<file path="src/rtl/ysyx22041405_ifu_pkg.sv">
// ysyx22041405_ifu_pkg
//   Shared definitions for the instruction fetch unit:
//   - ifu_state_t      : fetch FSM state encoding
//   - RESET_PC_DEFAULT : architectural PC after reset
//   - INST_LEN         : instruction length in bytes (fixed-length ISA)
//   - is_misaligned    : true when a target address is not word aligned
package ysyx22041405_ifu_pkg;

  typedef enum logic [2:0] {
    ST_REQ  = 3'd0,  // request to imem outstanding
    ST_WAIT = 3'd1,  // request accepted, waiting for the response
    ST_HOLD = 3'd2,  // instruction offered to decode
    ST_EXEC = 3'd3,  // instruction executing, waiting for retire
    ST_HALT = 3'd4   // fault seen, frozen until reset
  } ifu_state_t;

  localparam logic [31:0] RESET_PC_DEFAULT = 32'h8000_0000;
  localparam int          INST_LEN         = 4;

  // Instructions are 4-byte aligned; any set bit in [1:0] is a fault.
  function automatic logic is_misaligned(input logic [1:0] addr_lsb);
    return addr_lsb != 2'b00;
  endfunction

endpackage

</file>
<file path="src/rtl/ysyx22041405_pc_reg.sv">
// ysyx22041405_pc_reg
//   Architectural PC register with load enable and asynchronous reset.
//   Ports:
//     clk   : clock, rising edge
//     rst_n : asynchronous active-low reset, loads RESET_VAL
//     load  : capture d on the next rising edge
//     d     : new PC value
//     q     : current PC value
module ysyx22041405_pc_reg #(
  parameter int                WIDTH     = 32,
  parameter logic [WIDTH-1:0]  RESET_VAL = '0
) (
  input  logic             clk,
  input  logic             rst_n,
  input  logic             load,
  input  logic [WIDTH-1:0] d,
  output logic [WIDTH-1:0] q
);

  always_ff @(posedge clk or negedge rst_n) begin
    if (!rst_n) begin
      q <= RESET_VAL;
    end else if (load) begin
      q <= d;
    end
  end

endmodule

</file>
<file path="src/rtl/ysyx22041405_ifu.sv">
// ysyx22041405_ifu
//   Instruction fetch unit. Owns the architectural PC, fetches exactly one
//   instruction at a time from instruction memory, offers it to decode and
//   waits for the instruction to retire before loading the next PC.
//
//   Handshakes: a transfer happens on a rising edge where both valid and
//   ready are high; valid, once raised, stays high with stable payload until
//   that transfer. The imem response is a single-cycle valid pulse with no
//   ready and is only consumed in WAIT.
//
//   Ports:
//     clk, rst_n       : clock (rising edge), async active-low reset
//     next_pc          : next PC from the branch unit, qualified by wb_valid
//     wb_valid         : current instruction retired this cycle
//     imem_req_valid   : fetch request valid          (out)
//     imem_req_ready   : memory accepts the request   (in)
//     imem_addr        : fetch address, equal to pc   (out)
//     imem_rsp_valid   : response pulse               (in)
//     imem_rsp_data    : instruction word             (in)
//     imem_rsp_err     : access fault on response     (in)
//     inst_valid       : instruction valid to decode  (out)
//     inst_ready       : decode accepts instruction   (in)
//     inst             : latched instruction word     (out)
//     pc, pc_add4      : current PC and PC+4 (wraps)  (out)
//     fetch_err        : sticky fault flag            (out)
//     dbg_state        : current FSM state encoding   (out)
module ysyx22041405_ifu
  import ysyx22041405_ifu_pkg::*;
#(
  parameter int               WIDTH    = 32,
  parameter logic [WIDTH-1:0] RESET_PC = WIDTH'(RESET_PC_DEFAULT)
) (
  input  logic             clk,
  input  logic             rst_n,
  input  logic [WIDTH-1:0] next_pc,
  input  logic             wb_valid,
  output logic             imem_req_valid,
  input  logic             imem_req_ready,
  output logic [WIDTH-1:0] imem_addr,
  input  logic             imem_rsp_valid,
  input  logic [WIDTH-1:0] imem_rsp_data,
  input  logic             imem_rsp_err,
  output logic             inst_valid,
  input  logic             inst_ready,
  output logic [WIDTH-1:0] inst,
  output logic [WIDTH-1:0] pc,
  output logic [WIDTH-1:0] pc_add4,
  output logic             fetch_err,
  output logic [2:0]       dbg_state
);

  ifu_state_t       state;
  logic             req_valid_q;
  logic             inst_valid_q;
  logic [WIDTH-1:0] inst_q;
  logic             fetch_err_q;

  logic             req_fire;
  logic             inst_fire;
  logic             retire;
  logic             target_bad;
  logic             pc_load;

  assign req_fire   = req_valid_q && imem_req_ready;
  assign inst_fire  = inst_valid_q && inst_ready;
  assign retire     = (state == ST_EXEC) && wb_valid;
  assign target_bad = is_misaligned(next_pc[1:0]);
  // A misaligned target leaves the PC pointing at the faulting instruction.
  assign pc_load    = retire && !target_bad;

  ysyx22041405_pc_reg #(
    .WIDTH     (WIDTH),
    .RESET_VAL (RESET_PC)
  ) u_pc_reg (
    .clk   (clk),
    .rst_n (rst_n),
    .load  (pc_load),
    .d     (next_pc),
    .q     (pc)
  );

  // Fetch FSM. The valids are registers updated together with the state so
  // they never depend combinationally on any input. After reset the FSM
  // sits in REQ with the request valid low for one cycle; the first clock
  // after release raises it.
  always_ff @(posedge clk or negedge rst_n) begin
    if (!rst_n) begin
      state        <= ST_REQ;
      req_valid_q  <= 1'b0;
      inst_valid_q <= 1'b0;
      inst_q       <= '0;
      fetch_err_q  <= 1'b0;
    end else begin
      case (state)
        ST_REQ: begin
          if (req_fire) begin
            state       <= ST_WAIT;
            req_valid_q <= 1'b0;
          end else begin
            req_valid_q <= 1'b1;
          end
        end

        // Only reachable one edge after the request handshake, so a
        // response in the handshake cycle itself is never taken.
        ST_WAIT: begin
          if (imem_rsp_valid) begin
            if (imem_rsp_err) begin
              fetch_err_q <= 1'b1;
              state       <= ST_HALT;
            end else begin
              inst_q       <= imem_rsp_data;
              inst_valid_q <= 1'b1;
              state        <= ST_HOLD;
            end
          end
        end

        ST_HOLD: begin
          if (inst_fire) begin
            inst_valid_q <= 1'b0;
            state        <= ST_EXEC;
          end
        end

        ST_EXEC: begin
          if (wb_valid) begin
            if (target_bad) begin
              fetch_err_q <= 1'b1;
              state       <= ST_HALT;
            end else begin
              req_valid_q <= 1'b1;
              state       <= ST_REQ;
            end
          end
        end

        ST_HALT: begin
          req_valid_q  <= 1'b0;
          inst_valid_q <= 1'b0;
        end

        // Unused encodings park the unit safely.
        default: begin
          req_valid_q  <= 1'b0;
          inst_valid_q <= 1'b0;
          state        <= ST_HALT;
        end
      endcase
    end
  end

  assign imem_req_valid = req_valid_q;
  assign imem_addr      = pc;
  assign inst_valid     = inst_valid_q;
  assign inst           = inst_q;
  assign pc_add4        = pc + WIDTH'(INST_LEN);
  assign fetch_err      = fetch_err_q;
  assign dbg_state      = state;

endmodule
</file>
<file path="config.mk">
export PLATFORM = sky130hd
export DESIGN_NAME = ysyx22041405_ifu
export DESIGN_NICKNAME = d
export VERILOG_FILES = /design/src/rtl/ysyx22041405_ifu_pkg.sv /design/src/rtl/ysyx22041405_pc_reg.sv /design/src/rtl/ysyx22041405_ifu.sv
export SDC_FILE = /design/constraint.sdc
export NUM_CORES = 1
export LEC_CHECK = 0
export ABC_AREA = 1
export CORE_MARGIN = 5
export CORE_UTILIZATION = 55
export CTS_CLUSTER_DIAMETER = 80
export DETAILED_ROUTE_END_ITERATION = 6
export DONT_BUFFER_PORTS = 1
export PLACE_DENSITY = 0.75
export SLEW_MARGIN = 20
export SYNTH_ARGS = -nofsm -noshare
export SYNTH_HDL_FRONTEND = slang
export SYNTH_SLANG_ARGS = --single-unit
</file>
<file path="constraint.sdc">
create_clock -name clk -period 1.4 [get_ports clk]
set_clock_uncertainty 0.15 [all_clocks]
set_input_delay 0.07 -clock clk [delete_from_list [all_inputs] [get_ports clk]]
set_output_delay 0.07 -clock clk [all_outputs]
set_load 0.01 [all_outputs]
</file>
# Word level (Yosys, flattened, before mapping)

Cells that the tools add are included.
Widths: inputs -> output; s select.

Output and inout bits: 134
Register bits after elaboration: 70
Logic and storage cells: 58
Bits of input ports: 71

Multiplexer cells: 20
Add/subtract/negate cells: 1
Bitwise logic cells: 4
Eq/ne operators: 12
Reductions and logical operators: 15

Operators by type and width:

| cell                  | number |
|---|---|
| $add 32x3->32 const B | 1 |
| $mux 3                | 6 |
| $ne 2x2->1 const B    | 8 |
| $pmux 3 s5            | 1 |
| $mux 1                | 10 |
| $reduce_and 5->1      | 2 |
| $eq 3x2->1 const B    | 2 |
| $pmux 1 s3            | 2 |
| $reduce_and 3->1      | 2 |
| $logic_and 1x1->1     | 4 |
| $not 1->1             | 4 |
| $reduce_and 4->1      | 1 |
| $reduce_bool 2->1     | 2 |
| $reduce_or 2->1       | 2 |
| $eq 3x1->1 const B    | 1 |
| $eq 3x3->1 const B    | 1 |
| $logic_not 3->1       | 1 |
| $pmux 1 s2            | 1 |
| $logic_not 1->1       | 1 |

# Depth between registers and ports, before layout

Depth after elaboration: 4
Mapped depth: 9
Depth with buffers taken out: 8

# Cells and area by module

Synthesis repeated with hierarchy kept, for this count alone.

Cells, all modules: 555
Area total of the unflattened synthesis: 4182.8 um2

By module, submodules not included:

| module              | sequential area each (um2) | instances | cells an instance | area each (um2) |
|---|---|---|---|---|
| ysyx22041405_ifu    | 950.9                      | 1         | 419               | 2889.0 |
| ysyx22041405_pc_reg | 802.0                      | 1         | 136               | 1293.7 |

# Worst setup path before layout

No wires, ideal clock.

Path type: register to output
Start: register u_pc_reg.q[2]
End: output pc_add4[16]
Arrival time: 1392 ps
Stages on the path, launching flop included: 6
Data required time: 1180 ps
Path buffers: 0
Slack: -212 ps
Cell sequence: dfrtp_1 ha_1 nand3_2 nor2_1 nand3_1 xnor2_1

Cells in the longest elaborated chain, start to end: 1

Ends and longest elaborated chain:

| item                   | RTL line                  | source |
|---|---|---|
| start, declared        | ysyx22041405_pc_reg.sv:17 | `output logic [WIDTH-1:0] q` |
| start signal, assigned | ysyx22041405_pc_reg.sv:22 | `q <= RESET_VAL;` |
| start signal, assigned | ysyx22041405_pc_reg.sv:24 | `q <= d;` |
| $add 32x3->32          | ysyx22041405_ifu.sv:157   | `assign pc_add4 = pc + WIDTH'(INST_LEN);` |
| end, declared          | ysyx22041405_ifu.sv:47    | `output logic [WIDTH-1:0] pc_add4,` |

No other way between the ends.

# Worst setup path in the final report

Start: register u_pc_reg.q[21]
End: output pc_add4[31]

The elaborated chain is that of the path after synthesis.

==> metrics.md <==
| Metric | Value |
|---|---|
| Status | `finished with violations` |
| Violated checks | `design-rule violations, negative hold slack, negative setup slack` |
| Global-route wire length before repair | `23.96 mm` |
| Post-synthesis mux area share | `0%` |
| CP max stage cell | `dfrtp_1` |
| Die area | `9058 um2` |
| Detailed Place HPWL | `8.738 mm` |
| Synth Area in Simple Gates | `30.29%` |
| Clock Pin Slew Worst Setup and Hold Paths | `100 ps` |
| Cell count after synthesis | `540` |
| Final min period | `2176 ps` |
| Final Worst Setup Slack | `-776.4 ps` |
| Min-delay worst type | `in -> async` |
| Post-Synth Adder-Cell Area | `0.3136%` |
| Initial antenna violation count | `1` |
| Commonest non-fill, non-tap cell in the layout | `nand2_1` |
| Grt ovf | `0` |
| Slew margin rel. | `69.00%` |
| Core area | `7176 um2` |
| Gr busiest metal | `met2` |
| Mapped cell area | `3990 um2` |
| Post-route antenna net violation count | `0` |
| Critical Path AT | `1960 ps` |
| Hold_buf cts | `69` |
| RSZ-0062 raised after global routing | `true` |
| Met2 usage | `64.37%` |
| Worst-Skew Late Latency | `370 ps` |
| Final Util | `97.26%` |
| Via count of the routed design | `5310` |
| Peak VDD IR | `0.0006693 V` |
| H-tree levels | `3` |
| Pwr dens | `588.7 nW/um2` |
| Routed WL per cell | `29.96 um` |
| Worst-margin pin slew | `463.3 ps` |
| Layout area overhead | `74.91%` |
| Final setup viols | `99` |
| Post-synthesis xor/xnor area fraction | `3.293%` |
| Nets | `763` |
| Number of synthesis warnings | `0` |
| Die Height | `95.18 um` |
| Critical Path End Type | `output port` |
| ANT cells | `0` |
| # port buffers | `0` |
| Most frequent cells in the layout | `101 x nand2_1, 73 x buf_4, 70 x nand2_2` |
| DR iter-0 viols | `610` |
| Maxcap violations | `0` |
| WP data required | `1180 ps` |
| Met1 GRT Util | `36.32%` |
| Pre-antenna DRT Iters | `7` |
| CTS tree | `yes` |
| Cell row count | `31` |
| DIE WIDTH | `95.18 um` |
| Crit Path Class | `reg -> out` |
| Startpoint types | `flip-flop` |
| Largest net degree at the start of global routing | `71` |
| DRC | `21` |
| Clock buffer depth | `2` |
| Vias per std cell | `6.679` |
| Number of CTS-inserted buffers | `9` |
| Slowest Stage Delay on Critical Path | `490 ps` |
| Clk sinks | `70` |
| Largest family of logic cells by synthesized area | `simple AND/OR/NAND/NOR gates` |
| WHS | `-773.8 ps` |
| Final GP Congestion | `1.015` |
| Compound-Gate Fraction of Synth Area | `6.146%` |
| Grt met3 use | `11.76%` |
| Library cells used by synthesis | `25` |
| All-layer global routing usage | `35.51%` |
| I/O pins | `205` |
| Crit Path Max Fanout | `4` |
| Initial core utilization | `55.61%` |
| Vias in the first global route | `4612` |
| Buf+Inv Stages, Crit Path | `0` |
| Crit path cell chain | `nand2_1, nor2_1, nand2_1, nor2_1, nand3_1, nand2_2` |
| Register area share after synthesis | `43.93%` |
| Final WL | `23.82 mm` |
| Synth Register Bits | `70` |
| Layout cell share with drive strength beyond 1 | `52.87%` |
| Final period util | `155.5%` |
| Leakage power | `0.003439 uW` |
| Largest delay contributor family on the critical path | `simple AND/OR/NAND/NOR gates` |
| Synth Net Count | `612` |
| Avg Cell Area, Syn | `7.389 um2` |
| Hold Fails Final Rpt | `70` |
| Clk Tree Root Cell | `clkbuf_8` |
| Max Clock Freq | `459.5 MHz` |
| Final Max Slew Viols | `0` |
==> final timing paths <==
| check | startpoint | endpoint | slack, ps | cells past startpoint |
|---|---|---|---|---|
| setup reg to reg | dbg_state[2] | u_pc_reg.q[12] | -360 | 8 |
| hold reg to reg | u_pc_reg.q[0] | u_pc_reg.q[0] | 400 | 2 |
| hold / removal | rst_n | inst[20] | -770 | 0 |
| setup / recovery | u_pc_reg.q[21] | pc_add4[31] | -780 | 6 |
| min in group clk | next_pc[25] | u_pc_reg.q[25] | 230 | 3 |
| max in group asynchronous | rst_n | u_pc_reg.q[31] | 1670 | 0 |
==> state kept, by name, indices dropped and copies added, names as in the netlist <==
register        cells
u_pc_reg.q         32
dbg_state           3
inst               32
inst_valid          1
imem_req_valid      1
fetch_err           1
==> per-layer routing <==
metal  vias to the layer above  part of all wire (%)
met5                         -                 0.055
met4                         2                    11
met3                       289                    14
met2                       673                    45
met1                      2435                    30
li1                       1911                     -
==> report_power, final <==
part           internal [uW]  switching (uW)
sequential              2020               0
combinational            138            99.7
clock                    883             967
total                   3040            1070
==> synthesized netlist by cell type <==
cell	number	area share, %
nand3_4	1	0.44
xnor2_1	8	1.8
nand3_1	17	2.1
inv_1	61	5.7
a21oi_1	1	0.13
o21ai_0	19	2.4
nor2_1	50	4.7
nand2_1	204	19
inv_4	1	0.16
xor2_1	7	1.5
buf_4	35	6.6
nand3b_1	5	0.94
nor2_4	2	0.56
dfrtp_1	69	43
nand3_2	3	0.75
buf_6	9	2.5
clkbuf_1	1	0.094
nand2_2	6	0.94
dfstp_2	1	0.66
nor2_2	4	0.63
inv_2	3	0.28
buf_2	2	0.25
o21ai_1	29	3.6
ha_1	1	0.31
buf_8	1	0.38
==> logic make-up after synthesis <==
kind of cell             Yosys count
AO/OA/AOI/OAI                     49
adder cells (fa/ha/maj)            1
buffers and inverters            113
XOR/XNOR                          15
AND/OR/NAND/NOR                  292
flip-flops                        70
==> cell type report <==
type	instances	area (um2)
clock buffer	10	137.6
clock inverter	6	68.82
fill	119	196.4
inverter	65	261.5
multi-input combinational	357	2606
sequential	70	1765
tap	99	123.9
timing repair buffer	188	2016
==> repair_timing <==
item	in CTS	in global routing
hold endpoints to repair	140	70
pin swaps	31	42
gates cloned	10	5
buffers inserted	21	23
setup endpoints to repair	59	99
gates resized for setup	129	199
==> per-stage QoR <==
stage | std cells | setup TNS, ps | cell area [um2] | worst slack (ps) | total power [uW]
finish | 795 | -30360 | 6979 | -776.4 | 4108
detailed placement | 660 | -1067 | 4362 | -62.62 | 2086
global placement | 660 | -349.5 | 4362 | -63.81 | 2084
floorplan | 540 | -46.41 | 4069 | -6.560 | 2081
global route | 795 | -32500 | 6979 | -905.1 | 4141
CTS | 776 | -13390 | 6102 | -397.8 | 3960
No activity file was read; power rests on OpenSTA's default activity.
